[config.mk]
export PLATFORM = sky130hd
export DESIGN_NAME = id_ex_stage
export DESIGN_NICKNAME = d
export VERILOG_FILES = /design/src/rtl/id_ex_stage.sv
export SDC_FILE = /design/constraint.sdc
export NUM_CORES = 1
export LEC_CHECK = 0
export BUFFER_PORTS_ARGS = -buffer_cell sky130_fd_sc_hd__clkbuf_2
export CAP_MARGIN = 20
export CORE_AREA = 4 4 139 141
export DETAILED_ROUTE_END_ITERATION = 16
export DIE_AREA = 0 0 143 145
export GPL_TIMING_DRIVEN = 0
export MAX_ROUTING_LAYER = met4
export PLACE_DENSITY = 0.77
export SKIP_CTS_REPAIR_TIMING = 1
export SLEW_MARGIN = 10
export SYNTH_ARGS = -nofsm -noshare
export SYNTH_HDL_FRONTEND = slang
export SYNTH_SLANG_ARGS = --single-unit
[constraint.sdc]
create_clock -name clk -period 3.55 [get_ports clk]
set_clock_uncertainty 0.05 [all_clocks]
set_input_delay 0.1775 -clock clk [delete_from_list [all_inputs] [get_ports clk]]
set_output_delay 0.1775 -clock clk [all_outputs]
set_load 0.05 [all_outputs]
[src/rtl/id_ex_stage.sv]
// Decode-to-execute pipeline register with load-use hazard detection, bubble
// injection, downstream hold, branch flush and saturating event counters.
module id_ex_stage #(
  parameter int              DW       = 32,
  parameter int              IW       = 32,
  parameter int              RFW      = 5,
  parameter int              CW       = 16,
  parameter logic [IW-1:0]   NOP_INST = 32'h00000013
) (
  input  logic          clk,
  input  logic          idex_reset_n,
  input  logic          id_valid,
  input  logic [IW-1:0] id_inst,
  input  logic [DW-1:0] id_pc,
  input  logic [DW-1:0] id_imm,
  input  logic [DW-1:0] reg1data,
  input  logic [DW-1:0] reg2data,
  input  logic          mem_stall,
  input  logic          ex_flush,
  output logic          id_stall,
  output logic          ex_valid,
  output logic [IW-1:0] ex_inst,
  output logic [DW-1:0] ex_pc,
  output logic [DW-1:0] ex_rs1data,
  output logic [DW-1:0] ex_rs2data,
  output logic [DW-1:0] ex_imm,
  output logic [CW-1:0] bubble_cnt,
  output logic [CW-1:0] flush_cnt
);

  localparam logic [6:0] OP_LOAD = 7'h03;

  logic          ex_valid_q,   ex_valid_d;
  logic [IW-1:0] ex_inst_q,    ex_inst_d;
  logic [DW-1:0] ex_pc_q,      ex_pc_d;
  logic [DW-1:0] ex_rs1_q,     ex_rs1_d;
  logic [DW-1:0] ex_rs2_q,     ex_rs2_d;
  logic [DW-1:0] ex_imm_q,     ex_imm_d;
  logic [CW-1:0] bubble_cnt_q, bubble_cnt_d;
  logic [CW-1:0] flush_cnt_q,  flush_cnt_d;

  logic [6:0]     id_op;
  logic [RFW-1:0] id_rs1, id_rs2, ex_rd;
  logic           id_use_rs1, id_use_rs2;
  logic           ex_is_load;
  logic           load_use;

  always_comb begin
    id_op      = id_inst[6:0];
    id_rs1     = id_inst[15 +: RFW];
    id_rs2     = id_inst[20 +: RFW];
    ex_rd      = ex_inst_q[7 +: RFW];
    id_use_rs1 = id_op inside {7'h33, 7'h13, 7'h03, 7'h23, 7'h63, 7'h67};
    id_use_rs2 = id_op inside {7'h33, 7'h23, 7'h63};
    ex_is_load = ex_valid_q && (ex_inst_q[6:0] == OP_LOAD) && (ex_rd != '0);
    load_use   = ex_is_load && id_valid &&
                 ((id_use_rs1 && (id_rs1 == ex_rd)) || (id_use_rs2 && (id_rs2 == ex_rd)));
    id_stall   = (load_use && !ex_flush) || mem_stall;
  end

  always_comb begin
    // NOTE: every _d gets a hold default first so no path through this block infers a latch.
    ex_valid_d   = ex_valid_q;
    ex_inst_d    = ex_inst_q;
    ex_pc_d      = ex_pc_q;
    ex_rs1_d     = ex_rs1_q;
    ex_rs2_d     = ex_rs2_q;
    ex_imm_d     = ex_imm_q;
    bubble_cnt_d = bubble_cnt_q;
    flush_cnt_d  = flush_cnt_q;

    if (ex_flush || (!mem_stall && load_use)) begin
      ex_valid_d = 1'b0;
      ex_inst_d  = NOP_INST;
      ex_pc_d    = '0;
      ex_rs1_d   = '0;
      ex_rs2_d   = '0;
      ex_imm_d   = '0;
    end else if (!mem_stall) begin
      ex_valid_d = id_valid;
      ex_inst_d  = id_valid ? id_inst : NOP_INST;
      ex_pc_d    = id_pc;
      ex_rs1_d   = reg1data;
      ex_rs2_d   = reg2data;
      ex_imm_d   = id_imm;
    end

    // A flush wins over a hold; a hazard only counts when the stage actually advances.
    if (ex_flush) begin
      if (flush_cnt_q != '1) flush_cnt_d = flush_cnt_q + CW'(1);
    end else if (!mem_stall && load_use) begin
      if (bubble_cnt_q != '1) bubble_cnt_d = bubble_cnt_q + CW'(1);
    end
  end

  // NOTE: state is updated with non-blocking assignments only; the datapath is
  // reset too because ex_inst feeds forwarding logic and must never be X.
  always_ff @(posedge clk) begin
    if (!idex_reset_n) begin
      ex_valid_q   <= 1'b0;
      ex_inst_q    <= NOP_INST;
      ex_pc_q      <= '0;
      ex_rs1_q     <= '0;
      ex_rs2_q     <= '0;
      ex_imm_q     <= '0;
      bubble_cnt_q <= '0;
      flush_cnt_q  <= '0;
    end else begin
      ex_valid_q   <= ex_valid_d;
      ex_inst_q    <= ex_inst_d;
      ex_pc_q      <= ex_pc_d;
      ex_rs1_q     <= ex_rs1_d;
      ex_rs2_q     <= ex_rs2_d;
      ex_imm_q     <= ex_imm_d;
      bubble_cnt_q <= bubble_cnt_d;
      flush_cnt_q  <= flush_cnt_d;
    end
  end

  assign ex_valid   = ex_valid_q;
  assign ex_inst    = ex_inst_q;
  assign ex_pc      = ex_pc_q;
  assign ex_rs1data = ex_rs1_q;
  assign ex_rs2data = ex_rs2_q;
  assign ex_imm     = ex_imm_q;
  assign bubble_cnt = bubble_cnt_q;
  assign flush_cnt  = flush_cnt_q;

endmodule

==> flow_summary.ini <==
[floorplanning]
floorplan.die.width_microns = 143
fp.coreArea_sq_mm = 0.0180
floorplan.die.height_microns = 145
io-pin-count = 359
initial_utilization_pct = 40.5
core.rowCount = 49
die_area_sq_mm = 0.0207

[synthesis]
post_synth.cell_area_avg_sq_um = 10.1
synth_top_family_by_area = multiplexers
synth.ff_latch_count = 193
yosys.cell_count.top_type = dfxtp_1
synth_top_cells_by_count = dfxtp_1, nor2_1, mux2i_1
mappedNetlistArea_sq_mm = 0.00728
async_reset_ff_share_pct = 0
netlist_top_cells_area = dfxtp_1, mux2i_1, nor2_1
synth_sequential_area_ratio_pct = 53.1
netlist.top_cell.by_area = dfxtp_1
postSynthCellCount = 720
synth_enable_flop_cells = 0
yosys-mux-area-fraction_pct = 17.9
ys_types = 39
synth_xor_xnor_area_share_pct = 3.49
synth.top_cell.area_share_pct = 53.1
synthFlopType = dfxtp_1
synthSimpleGateAreaFrac_pct = 15.5
synthesis.yosys.warnings = 0
synth_compound_area_share_pct = 6.14
synth_adder_area_share_pct = 0.344
synthesis.nets = 887

[grt]
grt_pass1_vias = 6518
busiest_layer_in_global_routing = met2
initial_antenna_violation_count = 1
global_route_wire_length_before_repair_microns = 33500
grt.met2_usage_pct = 33.4
grtUsageMet3_pct = 4.97
globalRoute.totalOverflow = 0
grtUsageTotal_pct = 20.7
met1_usage_pct = 25.2
grt_max_degree = 19

[power_and_ir_drop]
total_switching_power_mw = 1.39
p_int_mw = 3.53
power_per_cell_area_mw_per_mm2 = 434
power.share.sequential_pct = 45.9
worst_ir_drop_vdd_mv = 0.345
proportion_of_power_drawn_by_the_clock_network_pct = 38.5
pwr-share-comb_pct = 15.6
sw_share_pct = 28.3
power.static_leakage_nw = 5.43

[timing]
slew_viol_final = 0
final-hold-violation-count = 12
worst_hold_slack_ns = -0.0332
max_freq_mhz = 329
slew-limit-headroom_pct = 42.7
final.setup.tns_ns = 0
worst_margin_pin_slew_ns = 0.859
min_period_over_period_pct = 85.7
setup_viol = 0
final.min_clock_period_ns = 3.04
setup_repair_after_global_routing_missed_its_margin = no

[status]
status = complete, but fails checks
violations_in_the_final_reports = hold timing

[final_layout]
layout-area-overhead-vs-synth_pct = 55.6
drive_above_1_share_pct = 32.4
design.final.nets = 1402

[route]
vias_per_cell = 5.03
finalWirelength_microns = 25900
route.detailed.drc = 0
drt_pass1_iterations = 5
drt_iter0_markers = 302
detailroute.via_count = 7428
route.detailed.wl_per_inst_microns = 17.5
detail-route-antenna-nets = 0

[setup_path]
worstPathRequired_ns = 3.80
critPathLaunchType = primary input
critical_path_class = in2reg
critPathCaptureType = flip-flop
worst_ep_arrival_time_ns = 3.30
critical_path.max_fanout = 10

[cts]
cts_buffer_depth = 2
clock_sink_count = 193
clock_tree.htree_level_count = 4
clock_latency_ns = 0.41
ctsRootBufferMaster = clkbuf_16
reg_clk_slew_reported_paths_ns = 0.08
tritoncts.num_buffers = 17
cts_tree = built

[run]
drv_cap = 0

[placement]
gp_congestion = 0.870
io_buffers = 356
detailedPlacementHpwl_microns = 17200

[min_path]
hold_class = in2reg
==> final timing paths <==
| kind | startpoint | to | slack, ns | depth (start not counted) |
|---|---|---|---|---|
| setup reg to reg | ex_inst[7] | ex_imm[19] | 0.60 | 8 |
| hold reg to reg | ex_rs1data[8] | ex_rs1data[8] | 0.45 | 2 |
| setup / recovery | id_inst[3] | ex_imm[19] | 0.51 | 10 |
| hold / removal | reg1data[29] | ex_rs1data[29] | -0.03 | 3 |
==> metal layers <==
metal / vias to the layer above / share of wire, %
met5: - / 0
met4: 0 / 4.3
met3: 84 / 6.6
met2: 357 / 50
met1: 3479 / 39
li1: 3508 / -
==> cells in the final DEF, fill, tap and decap left out, drive strengths merged, types with 4 or more instances in the layout <==
cell type	netlist	layout
clkbuf	30	404
dfxtp	193	193
nor2	180	180
dlygate4sd3	0	140
mux2i	130	130
a22oi	29	29
xor2	20	20
nand2	14	14
buf	14	14
nand4	11	11
inv	4	10
xnor2	9	9
nand3	9	9
a21oi	9	9
or3	7	7
or4	7	7
and3	7	7
o21ai	6	6
and2	5	5
clkinvlp	0	5
o22ai	4	4
o31ai	4	4
o211ai	4	4
nor4	4	4
==> cell type report <==
| type | count | area (sq um) |
|---|---|---|
| Tap cell | 229 | 287 |
| Fill cell | 1437 | 6640 |
| Clock buffer | 18 | 429 |
| Sequential cell | 193 | 3860 |
| Antenna cell | 1 | 2.50 |
| Buffer | 44 | 241 |
| Timing Repair Buffer | 496 | 3180 |
| Inverter | 5 | 18.8 |
| Clock inverter | 14 | 146 |
| Multi-Input combinational cell | 478 | 3160 |
==> critical path, stage by stage <==
cell           delay, ns
dlygate4sd3_1       0.54
clkbuf_2            0.12
nand3b_1            0.21
or3_1               0.44
nor4_4              0.34
nor2_1              0.14
o311ai_2            0.70
buf_4               0.36
buf_6               0.18
nor2_1              0.07
==> power by group through the flow <==
stage               Sequential (mW)  Clock [mW]  Combinational (mW)
finish                         2.26        1.90               0.766
detailed placement             2.31           0               0.622
global route                   2.27        2.02               0.811
CTS                            2.26        1.93               0.623
global placement               2.30           0               0.615
floorplan                      2.50           0               0.216
==> sequential cells by signal (all words and copies together) (netlist names) <==
register	flops
ex_rs1data	32
bubble_cnt	16
flush_cnt	16
ex_rs2data	32
ex_inst	32
ex_pc	32
ex_valid	1
ex_imm	32
==> cells by family after synthesis <==
group	Yosys count
DFF	193
muxes	130
AOI/OAI and AO/OA	63
and+or+nand+nor	254
buffers and inverters	49
xor gates and xnor gates	29
adders and majority gates	2
==> metrics by stage <==
stage | cell area, sq um | util [%] | worst slack (ns) | power [mW] | std cells
after floorplan | 7280 | - | 0.541 | 2.72 | 720
after global placement | 9350 | 52.0 | 0.686 | 2.92 | 1305
after detailed placement | 9350 | 52.0 | 0.674 | 2.93 | 1305
after CTS | 9920 | 55.2 | 0.654 | 4.81 | 1337
after global routing | 11300 | 63.1 | 0.421 | 5.10 | 1478
final | 11300 | 63.1 | 0.506 | 4.92 | 1478
No activity file was read; power rests on OpenSTA's default activity.
